## src/rtl/object_spawn_dispatcher_pkg.sv

```systemverilog
// object_spawn_dispatcher_pkg: shared field widths, object codes, FSM states and helpers for the spawn dispatcher
package object_spawn_dispatcher_pkg;
  localparam int DIR_W = 3;
  localparam int POS_W = 10;
  localparam int SPEED_W = 5;
  localparam int TIME_W = 8;
  localparam int TRIG_W = 2;
  localparam int SIZE_W = 10;
  localparam int SCALE_FACTOR_BITS = 3;
  typedef enum logic [DIR_W-1:0] {
    DIR_UP, DIR_UP_RIGHT, DIR_RIGHT, DIR_DOWN_RIGHT,
    DIR_DOWN, DIR_DOWN_LEFT, DIR_LEFT, DIR_UP_LEFT
  } dir_e;
  typedef enum logic [TRIG_W-1:0] {
    TRIG_NONE, TRIG_DISPLAY_BOX, TRIG_SCREEN
  } trig_e;
  typedef struct packed {
    logic [DIR_W-1:0]   direction;
    logic [POS_W-1:0]   pos_x;
    logic [POS_W-1:0]   pos_y;
    logic [SPEED_W-1:0] speed;
    logic [TIME_W-1:0]  destroy_time;
    logic [TRIG_W-1:0]  destroy_trigger;
    logic [SIZE_W-1:0]  w;
    logic [SIZE_W-1:0]  h;
  } obj_params_t;
  localparam logic [2:0] ST_IDLE = 3'd0;
  localparam logic [2:0] ST_SELECT = 3'd1;
  localparam logic [2:0] ST_LOAD = 3'd2;
  localparam logic [2:0] ST_WAIT_ACK = 3'd3;
  localparam logic [2:0] ST_RELEASE = 3'd4;
  function automatic logic [7:0] sat_inc(input logic [7:0] v);
    return (v == 8'hFF) ? v : v + 8'd1;
  endfunction
endpackage

```

## src/rtl/object_spawn_dispatcher_if.sv

```systemverilog
// object_spawn_dispatcher_if: spawn request channel plus the per-slot load/ack bus
// slave  = dispatcher view: takes spawn_* and slot_free/slot_update, drives spawn_ready, obj_* and strobes
// master = sequencer/slot-bank view, the mirror image
interface object_spawn_dispatcher_if
  import object_spawn_dispatcher_pkg::*;
#(
  parameter int N_SLOTS = 8
);
  logic                spawn_valid;
  logic                spawn_ready;
  logic [DIR_W-1:0]    spawn_direction;
  logic [POS_W-1:0]    spawn_pos_x;
  logic [POS_W-1:0]    spawn_pos_y;
  logic [SPEED_W-1:0]  spawn_speed;
  logic [TIME_W-1:0]   spawn_destroy_time;
  logic [TRIG_W-1:0]   spawn_destroy_trigger;
  logic [SIZE_W-1:0]   spawn_w;
  logic [SIZE_W-1:0]   spawn_h;
  logic [N_SLOTS-1:0]  slot_free;
  logic [N_SLOTS-1:0]  slot_update;
  logic [N_SLOTS-1:0]  sync_object_position_n;
  logic [DIR_W-1:0]    obj_direction;
  logic [POS_W-1:0]    obj_pos_x;
  logic [POS_W-1:0]    obj_pos_y;
  logic [SPEED_W-1:0]  obj_speed;
  logic [TIME_W-1:0]   obj_destroy_time;
  logic [TRIG_W-1:0]   obj_destroy_trigger;
  logic [SIZE_W-1:0]   obj_w;
  logic [SIZE_W-1:0]   obj_h;
  modport slave (
    input  spawn_valid, spawn_direction, spawn_pos_x, spawn_pos_y, spawn_speed,
           spawn_destroy_time, spawn_destroy_trigger, spawn_w, spawn_h,
           slot_free, slot_update,
    output spawn_ready, sync_object_position_n,
           obj_direction, obj_pos_x, obj_pos_y, obj_speed,
           obj_destroy_time, obj_destroy_trigger, obj_w, obj_h
  );
  modport master (
    output spawn_valid, spawn_direction, spawn_pos_x, spawn_pos_y, spawn_speed,
           spawn_destroy_time, spawn_destroy_trigger, spawn_w, spawn_h,
           slot_free, slot_update,
    input  spawn_ready, sync_object_position_n,
           obj_direction, obj_pos_x, obj_pos_y, obj_speed,
           obj_destroy_time, obj_destroy_trigger, obj_w, obj_h
  );
endinterface

```

## src/rtl/object_spawn_dispatcher_free_slot_picker.sv

```systemverilog
// free_slot_picker: lowest-set-bit priority encoder over the available-slot mask
// i_avail: available slots; o_index: lowest available index; o_any: at least one available
module free_slot_picker #(
  parameter int N_SLOTS = 8
) (
  input  logic [N_SLOTS-1:0] i_avail,
  output logic [3:0]         o_index,
  output logic               o_any
);
  always_comb begin
    o_index = '0;
    for (int k = N_SLOTS - 1; k >= 0; k--) o_index = i_avail[k] ? 4'(k) : o_index;
  end
  assign o_any = |i_avail;
endmodule

```

## src/rtl/object_spawn_dispatcher.sv

```systemverilog
// object_spawn_dispatcher: accepts spawn requests, loads the lowest free object slot via its active-low strobe
// i_clk_calculation/i_reset: clock and async active-high reset; bus: spawn channel and slot load bus (slave)
// o_active_slot: slot being loaded; o_busy: not idle; o_drop_count: saturating drops/aborts; o_load_error: timeout pulse
module object_spawn_dispatcher
  import object_spawn_dispatcher_pkg::*;
#(
  parameter int N_SLOTS = 8,
  parameter int ACK_TIMEOUT = 15,
  parameter int DROP_WHEN_FULL = 1
) (
  input  logic                       i_clk_calculation,
  input  logic                       i_reset,
  object_spawn_dispatcher_if.slave   bus,
  output logic [3:0]                 o_active_slot,
  output logic                       o_busy,
  output logic [7:0]                 o_drop_count,
  output logic                       o_load_error
);
  logic [2:0]         r_state, w_next;
  obj_params_t        r_obj;
  logic [N_SLOTS-1:0] r_reserved, r_strobe_n, w_avail, w_pick_mask, w_act_mask;
  logic [3:0]         r_active, w_pick;
  logic [7:0]         r_cnt, r_drops;
  logic               r_err, w_any, w_accept, w_sel_ok, w_drop, w_ack, w_timeout;
  // reserved masks slots already handed out whose free flag has not dropped yet
  assign w_avail = bus.slot_free & ~r_reserved;
  free_slot_picker #(.N_SLOTS(N_SLOTS)) u_picker (
    .i_avail (w_avail),
    .o_index (w_pick),
    .o_any   (w_any)
  );
  assign w_pick_mask = N_SLOTS'(1) << w_pick;
  assign w_act_mask = N_SLOTS'(1) << r_active;
  assign w_accept = bus.spawn_valid && r_state == ST_IDLE;
  assign w_sel_ok = r_state == ST_SELECT && w_any;
  assign w_drop = r_state == ST_SELECT && !w_any && DROP_WHEN_FULL != 0;
  assign w_ack = r_state == ST_WAIT_ACK && |(bus.slot_update & w_act_mask);
  // r_cnt counts strobe-low cycles including LOAD, so the strobe is low ACK_TIMEOUT+1 cycles; ack wins a tie
  assign w_timeout = r_state == ST_WAIT_ACK && !w_ack && r_cnt == 8'(ACK_TIMEOUT);
  always_comb begin
    w_next = ST_IDLE;
    case (r_state)
      ST_IDLE:     w_next = w_accept ? ST_SELECT : ST_IDLE;
      ST_SELECT:   w_next = w_any ? ST_LOAD : (DROP_WHEN_FULL != 0) ? ST_IDLE : ST_SELECT;
      ST_LOAD:     w_next = ST_WAIT_ACK;
      ST_WAIT_ACK: w_next = (w_ack || w_timeout) ? ST_RELEASE : ST_WAIT_ACK;
      default:     w_next = ST_IDLE;
    endcase
  end
  always_ff @(posedge i_clk_calculation or posedge i_reset)
    if (i_reset) begin
      r_state <= ST_IDLE;
      r_obj <= '0;
      r_reserved <= '0;
      r_strobe_n <= '1;
      r_active <= '0;
      r_cnt <= '0;
      r_drops <= '0;
      r_err <= 1'b0;
    end else begin
      r_state <= w_next;
      r_obj <= w_accept ? {bus.spawn_direction, bus.spawn_pos_x, bus.spawn_pos_y, bus.spawn_speed,
                           bus.spawn_destroy_time, bus.spawn_destroy_trigger, bus.spawn_w, bus.spawn_h} : r_obj;
      r_reserved <= (r_reserved & bus.slot_free & ~(w_timeout ? w_act_mask : '0)) | (w_sel_ok ? w_pick_mask : '0);
      r_strobe_n <= w_sel_ok ? ~w_pick_mask : (w_ack || w_timeout) ? '1 : r_strobe_n;
      r_active <= w_sel_ok ? w_pick : r_active;
      r_cnt <= r_state == ST_LOAD ? 8'd1 : r_state == ST_WAIT_ACK ? r_cnt + 8'd1 : r_cnt;
      r_drops <= (w_drop || w_timeout) ? sat_inc(r_drops) : r_drops;
      r_err <= w_timeout;
    end
  assign bus.spawn_ready = r_state == ST_IDLE;
  assign bus.sync_object_position_n = r_strobe_n;
  assign bus.obj_direction = r_obj.direction;
  assign bus.obj_pos_x = r_obj.pos_x;
  assign bus.obj_pos_y = r_obj.pos_y;
  assign bus.obj_speed = r_obj.speed;
  assign bus.obj_destroy_time = r_obj.destroy_time;
  assign bus.obj_destroy_trigger = r_obj.destroy_trigger;
  assign bus.obj_w = r_obj.w;
  assign bus.obj_h = r_obj.h;
  assign o_active_slot = r_active;
  assign o_busy = r_state != ST_IDLE;
  assign o_drop_count = r_drops;
  assign o_load_error = r_err;
endmodule

```

## src/flat_wrapper.sv

```systemverilog
// flat-port wrapper written by rule: the top's interface ports become plain ports
module object_spawn_dispatcher_flat import object_spawn_dispatcher_pkg::*;
#(
  parameter int N_SLOTS = 8,
  parameter int ACK_TIMEOUT = 15,
  parameter int DROP_WHEN_FULL = 1
)
  (i_clk_calculation, i_reset, o_active_slot, o_busy, o_drop_count, o_load_error, bus_spawn_valid, bus_spawn_direction, bus_spawn_pos_x, bus_spawn_pos_y, bus_spawn_speed, bus_spawn_destroy_time, bus_spawn_destroy_trigger, bus_spawn_w, bus_spawn_h, bus_slot_free, bus_slot_update, bus_spawn_ready, bus_sync_object_position_n, bus_obj_direction, bus_obj_pos_x, bus_obj_pos_y, bus_obj_speed, bus_obj_destroy_time, bus_obj_destroy_trigger, bus_obj_w, bus_obj_h);
  object_spawn_dispatcher_if #(.N_SLOTS(N_SLOTS)) bus_i ();
  input  logic i_clk_calculation;
  input  logic i_reset;
  output logic [3:0] o_active_slot;
  output logic o_busy;
  output logic [7:0] o_drop_count;
  output logic o_load_error;
  input wire logic [$bits(bus_i.spawn_valid)-1:0] bus_spawn_valid;
  input wire logic [$bits(bus_i.spawn_direction)-1:0] bus_spawn_direction;
  input wire logic [$bits(bus_i.spawn_pos_x)-1:0] bus_spawn_pos_x;
  input wire logic [$bits(bus_i.spawn_pos_y)-1:0] bus_spawn_pos_y;
  input wire logic [$bits(bus_i.spawn_speed)-1:0] bus_spawn_speed;
  input wire logic [$bits(bus_i.spawn_destroy_time)-1:0] bus_spawn_destroy_time;
  input wire logic [$bits(bus_i.spawn_destroy_trigger)-1:0] bus_spawn_destroy_trigger;
  input wire logic [$bits(bus_i.spawn_w)-1:0] bus_spawn_w;
  input wire logic [$bits(bus_i.spawn_h)-1:0] bus_spawn_h;
  input wire logic [$bits(bus_i.slot_free)-1:0] bus_slot_free;
  input wire logic [$bits(bus_i.slot_update)-1:0] bus_slot_update;
  output wire logic [$bits(bus_i.spawn_ready)-1:0] bus_spawn_ready;
  output wire logic [$bits(bus_i.sync_object_position_n)-1:0] bus_sync_object_position_n;
  output wire logic [$bits(bus_i.obj_direction)-1:0] bus_obj_direction;
  output wire logic [$bits(bus_i.obj_pos_x)-1:0] bus_obj_pos_x;
  output wire logic [$bits(bus_i.obj_pos_y)-1:0] bus_obj_pos_y;
  output wire logic [$bits(bus_i.obj_speed)-1:0] bus_obj_speed;
  output wire logic [$bits(bus_i.obj_destroy_time)-1:0] bus_obj_destroy_time;
  output wire logic [$bits(bus_i.obj_destroy_trigger)-1:0] bus_obj_destroy_trigger;
  output wire logic [$bits(bus_i.obj_w)-1:0] bus_obj_w;
  output wire logic [$bits(bus_i.obj_h)-1:0] bus_obj_h;
  assign bus_i.spawn_valid = bus_spawn_valid;
  assign bus_i.spawn_direction = bus_spawn_direction;
  assign bus_i.spawn_pos_x = bus_spawn_pos_x;
  assign bus_i.spawn_pos_y = bus_spawn_pos_y;
  assign bus_i.spawn_speed = bus_spawn_speed;
  assign bus_i.spawn_destroy_time = bus_spawn_destroy_time;
  assign bus_i.spawn_destroy_trigger = bus_spawn_destroy_trigger;
  assign bus_i.spawn_w = bus_spawn_w;
  assign bus_i.spawn_h = bus_spawn_h;
  assign bus_i.slot_free = bus_slot_free;
  assign bus_i.slot_update = bus_slot_update;
  assign bus_spawn_ready = bus_i.spawn_ready;
  assign bus_sync_object_position_n = bus_i.sync_object_position_n;
  assign bus_obj_direction = bus_i.obj_direction;
  assign bus_obj_pos_x = bus_i.obj_pos_x;
  assign bus_obj_pos_y = bus_i.obj_pos_y;
  assign bus_obj_speed = bus_i.obj_speed;
  assign bus_obj_destroy_time = bus_i.obj_destroy_time;
  assign bus_obj_destroy_trigger = bus_i.obj_destroy_trigger;
  assign bus_obj_w = bus_i.obj_w;
  assign bus_obj_h = bus_i.obj_h;
  object_spawn_dispatcher #(.N_SLOTS(N_SLOTS), .ACK_TIMEOUT(ACK_TIMEOUT), .DROP_WHEN_FULL(DROP_WHEN_FULL)) u_core (.i_clk_calculation(i_clk_calculation), .i_reset(i_reset), .bus(bus_i), .o_active_slot(o_active_slot), .o_busy(o_busy), .o_drop_count(o_drop_count), .o_load_error(o_load_error));
endmodule
```

## config.mk

```make
export PLATFORM = sky130hd
export DESIGN_NAME = object_spawn_dispatcher_flat
export DESIGN_NICKNAME = d
export VERILOG_FILES = /design/src/rtl/object_spawn_dispatcher_pkg.sv /design/src/rtl/object_spawn_dispatcher_if.sv /design/src/rtl/object_spawn_dispatcher_free_slot_picker.sv /design/src/rtl/object_spawn_dispatcher.sv /design/src/flat_wrapper.sv
export SDC_FILE = /design/constraint.sdc
export NUM_CORES = 1
export LEC_CHECK = 0
export ABC_AREA = 1
export ABC_CLOCK_PERIOD_IN_PS = 4300
export CORE_MARGIN = 2
export CORE_UTILIZATION = 34
export CTS_BUF_LIST = sky130_fd_sc_hd__clkbuf_4 sky130_fd_sc_hd__clkbuf_8 sky130_fd_sc_hd__clkbuf_16
export DETAILED_ROUTE_END_ITERATION = 6
export PLACE_DENSITY = 0.65
export SETUP_SLACK_MARGIN = 0.2
export SYNTH_ARGS = -nofsm -noshare
export SYNTH_HDL_FRONTEND = slang
export SYNTH_HIERARCHICAL = 1
export SYNTH_SLANG_ARGS = --single-unit
```

## constraint.sdc

```tcl
create_clock -name i_clk_calculation -period 4.3 [get_ports i_clk_calculation]
set_input_delay 0.86 -clock i_clk_calculation [delete_from_list [all_inputs] [get_ports i_clk_calculation]]
set_output_delay 0.86 -clock i_clk_calculation [all_outputs]
set_load 0.01 [all_outputs]
```

==> flow_summary.json, run 1 <==
{
  "wl_met1_um": 4533,
  "cts.htree.levels": 3,
  "fmax_mhz": 374.6,
  "syn_nets": 496,
  "crit_cells": 4,
  "crit_start": "u_core/r_state[2]$_DFF_PP0_",
  "synth_area_um2": 4423,
  "p_leak_nw": 2.969,
  "status": "finished, final reports clean",
  "clkSlewWorstSetupHoldPaths_ns": 0.07,
  "crit_buf_inv": 2,
  "grt_pass1_wl_um": 17860,
  "min_period_ns": 2.669,
  "synth_edf_count": 0,
  "ys_async_sr_fraction_pct": 100.0,
  "drv_slew": 0,
  "maxCapViolCount": 0,
  "cts-root-buf": "clkbuf_16",
  "route.vias.total": 3530,
  "yosys-top-cells-area": "dfrtp_1 51%, mux2_2 12%, nand2_1 6.7%",
  "cts_tree": "yes",
  "ys_ff_latch": 98,
  "clk-insertion-delay-late_ns": 0.34,
  "dr.pass1.iters": 4,
  "ir_worst_vdd_uv": 316.9,
  "ys.flop_type": "dfrtp_1",
  "die_area_um2": 13940,
  "finalSetupViolCount": 0,
  "ctsResizeCount": 0,
  "met2_length_um": 5165,
  "skew_ns": 0.004958,
  "start_util_pct": 34.91,
  "r2r-end": "u_core/bus.sync_object_position_n[7]$_DFFE_PP1P_",
  "clockBufferDepth": 2,
  "rsz0062_at_grt": "no",
  "syn_area_per_cell_um2": 10.61,
  "hold_viol": 0,
  "finalCritPeriodShare_pct": 62.07,
  "cp-end-kind": "output port",
  "top_layer": "met4",
  "avgRoutedWirePerCell_um": 14.28,
  "fin_area_um2": 6513,
  "std_cell_rows": 41,
  "crit_slowest_cell": "clkdlybuf4s50_1",
  "reg2reg_setup_slack_ns": 2.41,
  "cts_made_buffers": 9,
  "gr-total-overflow": 0,
  "setup-tns-final_ns": 0,
  "die_w_um": 118.1,
  "antenna_found_initial": 0,
  "die_y_um": 118.1,
  "postPlaceCellArea_um2": 6193,
  "pre_cts_slack_ns": 1.404,
  "vias_per_cell": 4.663,
  "clock-sinks": 98,
  "areaGrowthSynthToFinish_pct": 47.24,
  "crit_required_ns": 3.44,
  "yosysSeqAreaShare_pct": 55.67,
  "reg2reg_depth": 10,
  "crit_arrival_ns": 1.81,
  "nets": 659,
  "synth_top_area_share_pct": 50.92,
  "gp_congestion": 0.8880,
  "grt_pass1_vias": 3688,
  "core_area_um2": 12670,
  "synthTopCellsByCount": "90 x dfrtp_1, 79 x nand2_1, 49 x mux2_2",
  "cp-start-kind": "register",
  "hold_class": "reg -> reg",
  "critPathKind": "reg -> out",
  "yosysWarningCount": 6,
  "ant_nets": 0,
  "synthCells": 417,
  "hold_start": "u_core/bus.sync_object_position_n[6]$_DFFE_PP1P_",
  "grt_max_degree": 60,
  "drt_iter0_drc": 157,
  "numPortBuffers": 157,
  "route.met3.wl_um": 810,
  "endpoint": "bus_spawn_ready",
  "fin_ws_ns": 1.631,
  "power.density_nw_per_um2": 659.5,
  "hold_buffers": 0,
  "drc_errors": 0,
  "slowest_delay_ns": 0.54,
  "yosysMostFrequentCell": "dfrtp_1",
  "path_max_fanout": 3,
  "io_pins": 158,
  "cts_setup_buffers": 0,
  "n_antenna_cell": 0,
  "hpwl_um": 7960,
  "r2r-start": "u_core/r_reserved[0]$_DFF_PP0_",
  "crit_chain": "nor2_2, nand2_1, inv_2, clkdlybuf4s50_1",
  "grt.total_usage_pct": 15.99,
  "routed_wl_um": 10810,
  "drive_above_1_share_pct": 18.29,
  "synthDistinctLibCells": 35,
  "path_delay_family": "buffers and inverters",
  "synth_top_cell_by_area": "dfrtp_1",
  "fin_util_pct": 51.40
}
worst min path at each step:
stage | endpoint | slack, ns | cells after the start
6_report | u_core/bus.sync_object_position_n[6]$_DFFE_PP1P_ | 0.49 | 2
3_5_place_dp | u_core/bus.sync_object_position_n[6]$_DFFE_PP1P_ | 0.48 | 2
5_1_grt | u_core/bus.sync_object_position_n[1]$_DFFE_PP1P_ | 0.52 | 2
4_1_cts | u_core/bus.sync_object_position_n[6]$_DFFE_PP1P_ | 0.49 | 2
3_3_place_gp | u_core/bus.sync_object_position_n[7]$_DFFE_PP1P_ | 0.48 | 2
2_1_floorplan | u_core/r_cnt[0]$_DFFE_PP0P_ | 0.49 | 1
worst min-delay path: cells and delay by family, from the launching register on:
kind / cells / cell delay [ns]
AND/OR/NAND/NOR: 2 / 0.12
flip-flops: 1 / 0.37
cells in the final DEF (no fill, tap or decap), drive strengths merged, types with 6 or more instances in the layout:
cell type      instances
clkdlybuf4s50        157
dfrtp                 90
nand2                 85
mux2                  58
inv                   43
nor2                  41
nand3                 40
o21ai                 15
clkbuf                 9
dfstp                  8
nor3                   6
report_power, final:
part | switching [mW] | internal [mW] | total [mW]
combinational | 0.808 | 1.06 | 1.86
sequential | 0.236 | 1.33 | 1.57
clock | 0.354 | 0.509 | 0.863
per-layer routing:
metal,global-route usage [%],vias to the layer above
met5,0,-
met4,8.208,0
met3,4.942,23
met2,25.73,127
met1,19.32,1689
li1,-,1691
flip-flops by register name, summed over array words and instances, names as in the netlist:
| register | count |
|---|---|
| u_core/bus.obj_destroy_trigger | 2 |
| u_core/bus.obj_h | 10 |
| u_core/r_cnt | 8 |
| u_core/bus.sync_object_position_n | 8 |
| u_core/o_load_error | 1 |
| u_core/bus.obj_speed | 5 |
| u_core/r_reserved | 8 |
| u_core/o_active_slot | 4 |
| u_core/bus.obj_pos_x | 10 |
| u_core/o_drop_count | 8 |
| u_core/r_state | 3 |
| u_core/bus.obj_pos_y | 10 |
| u_core/bus.obj_destroy_time | 8 |
| u_core/bus.obj_w | 10 |
| u_core/bus.obj_direction | 3 |
layout make-up:
| type | instances | area [µm²] |
|---|---|---|
| Clock inverter | 7 | 93.84 |
| Inverter | 43 | 163.9 |
| Clock buffer | 9 | 225.2 |
| Multi-Input combinational cell | 268 | 1745 |
| Timing Repair Buffer | 160 | 1607 |
| Sequential cell | 98 | 2462 |
| Fill cell | 1142 | 6158 |
| Tap cell | 172 | 215.2 |
cell families (layout without fill, tap and decap cells):
group	Yosys count	in the layout	share of synthesized area (%)
xor+xnor	9	9	1.782
fa+ha+maj	2	2	0.5657
mux	58	58	15.53
simple gates	177	177	18.95
compound gates	21	21	2.546
buf+inv	51	219	4.866
flops	98	98	55.67
other cells	1	1	0.08478
stage by stage:
step	hold slack (ns)	power, mW	cells
finish	0.4892	4.295	757
global route	0.5164	4.587	757
CTS	0.4928	4.364	757
detailed placement	0.4831	3.464	741
global placement	0.4824	3.421	741
floorplan	0.4878	2.496	417
Power figures use the tool's default switching activity.
==> inputs of run 2 (changes only) <==
--- a/config.mk
+++ b/config.mk
@@ -6,7 +6,7 @@
 export NUM_CORES = 1
 export LEC_CHECK = 0
 export ABC_AREA = 1
-export ABC_CLOCK_PERIOD_IN_PS = 4300
+export ABC_CLOCK_PERIOD_IN_PS = 2600
 export CORE_MARGIN = 2
 export CORE_UTILIZATION = 34
 export CTS_BUF_LIST = sky130_fd_sc_hd__clkbuf_4 sky130_fd_sc_hd__clkbuf_8 sky130_fd_sc_hd__clkbuf_16
==> constraint.sdc (replaced) <==
create_clock -name i_clk_calculation -period 2.6 [get_ports i_clk_calculation]
set_input_delay 0.52 -clock i_clk_calculation [delete_from_list [all_inputs] [get_ports i_clk_calculation]]
set_output_delay 0.52 -clock i_clk_calculation [all_outputs]
set_load 0.01 [all_outputs]
==> run 2 against run 1 <==
Against the previous run: combinational power grew 67%; critical path depth is the same; routed wire length shrank 1.5%; core utilization grew 0.17 points; first-iteration DRC count grew 25%; largest cell class unchanged.
==> flow_summary.json, run 2 (synthesis results as in run 1) <==
{
  "clk-insertion-delay-late_ns": 0.34,
  "crit_start": "u_core/r_state[2]$_DFF_PP0_",
  "maxCapViolCount": 0,
  "grt_use_met2_pct": 25.80,
  "cts.htree.levels": 3,
  "drive_above_1_share_pct": 18.43,
  "fillers": 1170,
  "antenna_found_initial": 0,
  "layout.cells.most_common": "clkdlybuf4s50_1",
  "endpoint": "bus_spawn_ready",
  "min_period_ns": 2.296,
  "start_util_pct": 34.91,
  "grt_pass1_vias": 3668,
  "hold_viol": 0,
  "ir_worst_vdd_uv": 493.2,
  "cts_tree": "yes",
  "areaGrowthSynthToFinish_pct": 47.72,
  "r2r-end": "u_core/bus.sync_object_position_n[1]$_DFFE_PP1P_",
  "path_max_fanout": 3,
  "skew_ns": 0.003969,
  "cts-root-buf": "clkbuf_16",
  "grt_max_degree": 99,
  "slew_headroom_pct": 65.98,
  "nets": 660,
  "regArea_um2": 2462,
  "tightest_slew_ns": 0.5103,
  "placed_cells": 742,
  "dr.pass1.iters": 4,
  "avgRoutedWirePerCell_um": 14.05,
  "power.density_nw_per_um2": 1089,
  "cts_made_buffers": 9,
  "reg2reg_depth": 12,
  "routed_wl_um": 10650,
  "finalSetupViolCount": 0,
  "gr-max-usage-layer": "met2",
  "met3_usage_pct": 4.990,
  "cp-end-kind": "output port",
  "rsz0062_at_grt": "no",
  "fin_util_pct": 51.57,
  "p_total_mw": 7.113,
  "p_leak_nw": 2.973,
  "status": "finished, final reports clean",
  "grt.total_usage_pct": 15.74,
  "gr-total-overflow": 0,
  "drc_errors": 0,
  "die_area_um2": 13940,
  "crit_required_ns": 2.08,
  "cts_setup_buffers": 0,
  "hold_buffers": 0,
  "gp_congestion": 0.9004,
  "multi_input_area_um2": 1745,
  "die_y_um": 118.1,
  "cp-start-kind": "register",
  "core_area_um2": 12670,
  "hold_class": "reg -> reg",
  "pre_cts_slack_ns": 0.1986,
  "drv_slew": 0,
  "finalCritPeriodShare_pct": 88.30,
  "ant_nets": 0,
  "clockBufferDepth": 2,
  "fin_cells": 758,
  "grt_pass1_wl_um": 17710,
  "n_antenna_cell": 0,
  "clkSlewWorstSetupHoldPaths_ns": 0.07,
  "vias_per_cell": 4.592,
  "ctsResizeCount": 0,
  "setup-tns-final_ns": 0,
  "r2r-start": "u_core/r_reserved[5]$_DFF_PP0_",
  "io_pins": 158,
  "met1_usage_pct": 19.21,
  "hpwl_um": 7847,
  "hold_depth": 2,
  "fmax_mhz": 435.6,
  "fin_ws_ns": 0.3043,
  "die_w_um": 118.1,
  "drt_iter0_drc": 196,
  "std_cell_rows": 41,
  "numPortBuffers": 157,
  "critPathKind": "reg -> out",
  "crit_arrival_ns": 1.78,
  "route.vias.total": 3481,
  "clock-sinks": 98,
  "reg2reg_setup_slack_ns": 0.84,
  "layout_common_cells": "157 x clkdlybuf4s50_1, 90 x dfrtp_1, 79 x nand2_1, 49 x mux2_2, 40 x inv_1"
}
run 2: report_power, final:
group          switching [mW]  internal [mW]
sequential              0.388           2.20
combinational            1.35           1.76
clock                   0.573          0.841
total                    2.31           4.81
run 2: final cells by class:
type                       instances  area share (%)
inverter                          43           2.528
timing repair buffer             161           24.89
sequential                        98           37.69
tap                              172           3.294
clock buffer                       9           3.447
multi-input combinational        268           26.71
clock inverter                     7           1.436
run 2: stage by stage:
step                area [µm²]  hold WS [ns]
floorplan                 4427        0.4878
global placement          6215        0.4799
detailed placement        6215        0.4807
CTS                       6534        0.4925
global route              6534        0.5037
finish                    6534        0.4870
run 2: worst max-delay path, cell delays in order, from the launching register on:
cell and delay (ns):
dfrtp_1 0.42, nor2_2 0.21, nand2_1 0.16, inv_2 0.10, clkdlybuf4s50_1 0.55
run 2: worst min path at each step:
stage,from,end,slack (ns)
final,u_core/bus.sync_object_position_n[3]$_DFFE_PP1P_,u_core/bus.sync_object_position_n[3]$_DFFE_PP1P_,0.49
after floorplan,u_core/r_cnt[0]$_DFFE_PP0P_,u_core/r_cnt[0]$_DFFE_PP0P_,0.49
after global routing,u_core/bus.sync_object_position_n[3]$_DFFE_PP1P_,u_core/bus.sync_object_position_n[3]$_DFFE_PP1P_,0.50
after global placement,u_core/bus.sync_object_position_n[0]$_DFFE_PP1P_,u_core/bus.sync_object_position_n[0]$_DFFE_PP1P_,0.48
after CTS,u_core/bus.sync_object_position_n[3]$_DFFE_PP1P_,u_core/bus.sync_object_position_n[3]$_DFFE_PP1P_,0.49
after detailed placement,u_core/bus.sync_object_position_n[3]$_DFFE_PP1P_,u_core/bus.sync_object_position_n[3]$_DFFE_PP1P_,0.48
run 2: metal layers:
layer / part of all wire, % / wire length, µm
met4: 1.9 / 206
met1: 42 / 4502
met3: 7.3 / 782
met5: 0 / 0
met2: 48 / 5161
==> inputs of run 3 (changes only) <==
--- a/config.mk
+++ b/config.mk
@@ -6,12 +6,13 @@
 export NUM_CORES = 1
 export LEC_CHECK = 0
 export ABC_AREA = 1
-export ABC_CLOCK_PERIOD_IN_PS = 2600
+export ABC_CLOCK_PERIOD_IN_PS = 2800
 export CORE_MARGIN = 2
 export CORE_UTILIZATION = 34
 export CTS_BUF_LIST = sky130_fd_sc_hd__clkbuf_4 sky130_fd_sc_hd__clkbuf_8 sky130_fd_sc_hd__clkbuf_16
 export DETAILED_ROUTE_END_ITERATION = 6
 export PLACE_DENSITY = 0.65
+export REMOVE_ABC_BUFFERS = 1
 export SETUP_SLACK_MARGIN = 0.2
 export SYNTH_ARGS = -nofsm -noshare
 export SYNTH_HDL_FRONTEND = slang
==> constraint.sdc (replaced) <==
create_clock -name i_clk_calculation -period 2.8 [get_ports i_clk_calculation]
set_input_delay 0.56 -clock i_clk_calculation [delete_from_list [all_inputs] [get_ports i_clk_calculation]]
set_output_delay 0.56 -clock i_clk_calculation [all_outputs]
set_load 0.01 [all_outputs]
==> run 3 against run 2 <==
Against the previous run: combinational power down 6.4%; flip-flop and latch count unchanged; core utilization down 0.26 points; register-to-register slack better by 0.09 ns; clock power down 18%; clock-buffer cell count up 1; routed wire length up 5.7%; largest power group unchanged.
==> flow_summary.json, run 3 (synthesis results as in run 1) <==
{
  "status": "finished, final reports clean",
  "std_cell_rows": 41,
  "reg2reg_depth": 10,
  "crit_start": "u_core/r_state[2]$_DFF_PP0_",
  "hold_viol": 0,
  "cts_made_buffers": 9,
  "crit_slowest_cell": "clkdlybuf4s50_1",
  "clk-insertion-delay-late_ns": 0.34,
  "drc_errors": 0,
  "drive_above_1_share_pct": 18.57,
  "fin_util_pct": 51.31,
  "areaGrowthSynthToFinish_pct": 46.99,
  "crit_buf_inv": 2,
  "hold_class": "reg -> reg",
  "crit_arrival_ns": 1.70,
  "clockBufferDepth": 2,
  "cts-root-buf": "clkbuf_16",
  "n_antenna_cell": 0,
  "layout.cells.most_common": "clkdlybuf4s50_1",
  "hpwl_um": 8436,
  "die_y_um": 118.1,
  "grt_pass1_vias": 3682,
  "ir_worst_vdd_uv": 522.5,
  "grt_max_degree": 55,
  "rsz0062_at_grt": "no",
  "antenna_found_initial": 0,
  "finalSetupViolCount": 0,
  "core_area_um2": 12670,
  "path_delay_family": "buffers and inverters",
  "io_pins": 158,
  "grt_pass1_wl_um": 18550,
  "ant_nets": 0,
  "nets": 661,
  "multi_input_area_um2": 1745,
  "cts_setup_buffers": 0,
  "gp_congestion": 0.9001,
  "dr.pass1.iters": 5,
  "cp-start-kind": "register",
  "route.vias.total": 3496,
  "start_util_pct": 34.91,
  "die_area_um2": 13940,
  "fillers": 1152,
  "crit_cells": 4,
  "crit_chain": "nor2_2, nand2_1, inv_2, clkdlybuf4s50_1",
  "path_max_fanout": 3,
  "fmax_mhz": 442.4,
  "p_total_mw": 6.482,
  "cts_tree": "yes",
  "min_period_ns": 2.260,
  "ctsResizeCount": 0,
  "slowest_delay_ns": 0.55,
  "critPathKind": "reg -> out",
  "clkSlewWorstSetupHoldPaths_ns": 0.06,
  "hold_buffers": 0,
  "drv_slew": 0,
  "grt.total_usage_pct": 16.86,
  "vias_per_cell": 4.606,
  "power.density_nw_per_um2": 997.1,
  "routed_wl_um": 11250,
  "die_w_um": 118.1,
  "cts.htree.levels": 3,
  "reg2reg_setup_slack_ns": 0.93,
  "p_leak_nw": 2.962,
  "r2r-end": "u_core/bus.sync_object_position_n[4]$_DFFE_PP1P_",
  "crit_required_ns": 2.24,
  "finalCritPeriodShare_pct": 80.73,
  "maxCapViolCount": 0,
  "r2r-start": "u_core/r_reserved[0]$_DFF_PP0_",
  "numPortBuffers": 157,
  "skew_ns": 0.009396,
  "regArea_um2": 2462,
  "avgRoutedWirePerCell_um": 14.83,
  "clock-sinks": 98,
  "endpoint": "bus_spawn_ready",
  "gr-total-overflow": 0,
  "layout_common_cells": "157 x clkdlybuf4s50_1, 90 x dfrtp_1, 79 x nand2_1, 49 x mux2_2, 40 x inv_1",
  "cp-end-kind": "output port",
  "drt_iter0_drc": 136
}
==> run 3: cell count changes in the layout (fill, tap and decap cells not counted) <==
cell,before,now
buf_4,2,3
bufinv_16,2,0
clkbuf_8,0,1
clkinv_4,1,0
inv_4,0,1
inv_6,0,1
==> run 3: power by group <==
group	switching [mW]	leakage (nW)	total, mW	internal [mW]
logic	1.27	1.62	2.91	1.64
clock network	0.536	0.131	1.16	0.626
registers	0.364	1.21	2.41	2.04
total	2.17	2.96	6.48	4.31
==> run 3: layout make-up <==
class | count | area share [%]
clock buffers | 10 | 3.676
clock inverters | 6 | 0.6351
inverters | 43 | 2.521
multi-input cells | 268 | 26.85
flip-flops and latches | 98 | 37.88
well taps | 172 | 3.310
repair buffers | 162 | 25.13
==> run 3: worst min-delay path by stage <==
| stage | startpoint | end | slack [ns] | cells after the start |
|---|---|---|---|---|
| 5_1_grt | u_core/bus.sync_object_position_n[0]$_DFFE_PP1P_ | u_core/bus.sync_object_position_n[0]$_DFFE_PP1P_ | 0.51 | 2 |
| 6_report | u_core/bus.sync_object_position_n[4]$_DFFE_PP1P_ | u_core/bus.sync_object_position_n[4]$_DFFE_PP1P_ | 0.49 | 2 |
| 4_1_cts | u_core/bus.sync_object_position_n[6]$_DFFE_PP1P_ | u_core/bus.sync_object_position_n[6]$_DFFE_PP1P_ | 0.49 | 2 |
| 3_3_place_gp | u_core/bus.sync_object_position_n[4]$_DFFE_PP1P_ | u_core/bus.sync_object_position_n[4]$_DFFE_PP1P_ | 0.48 | 2 |
| 3_5_place_dp | u_core/bus.sync_object_position_n[6]$_DFFE_PP1P_ | u_core/bus.sync_object_position_n[6]$_DFFE_PP1P_ | 0.48 | 2 |
| 2_1_floorplan | u_core/r_cnt[0]$_DFFE_PP0P_ | u_core/r_cnt[0]$_DFFE_PP0P_ | 0.49 | 1 |
==> run 3: worst register-to-register path, stage by stage (launching register included) <==
cell	delay (ns)
dfrtp_1	0.39
nor2_1	0.16
inv_1	0.07
nand4_1	0.11
inv_1	0.05
nand2_1	0.10
nand3_2	0.19
nor3_1	0.39
nand2_1	0.18
nand2_1	0.11
nand2_1	0.05
==> run 3: per-layer routing <==
metal / vias to the layer above / share of wire, % / track usage, %
li1: 1693 / - / -
met1: 1646 / 39 / 18.57
met2: 141 / 47 / 27.36
met3: 16 / 12 / 8.236
met4: 0 / 2.5 / 7.756
met5: - / 0 / 0
==> run 3: through the flow <==
stage	cell area, µm²	hold slack, ns	TNS (ns)	setup slack [ns]	instances
2_1_floorplan	4369	0.4878	-27.80	-0.3088	409
5_1_grt	6501	0.5076	0	0.2408	759
4_1_cts	6501	0.4923	0	0.4938	759
6_report	6501	0.4927	0	0.5396	759
3_5_place_dp	6221	0.4813	0	0.3206	743
3_3_place_gp	6221	0.4775	0	0.3617	743
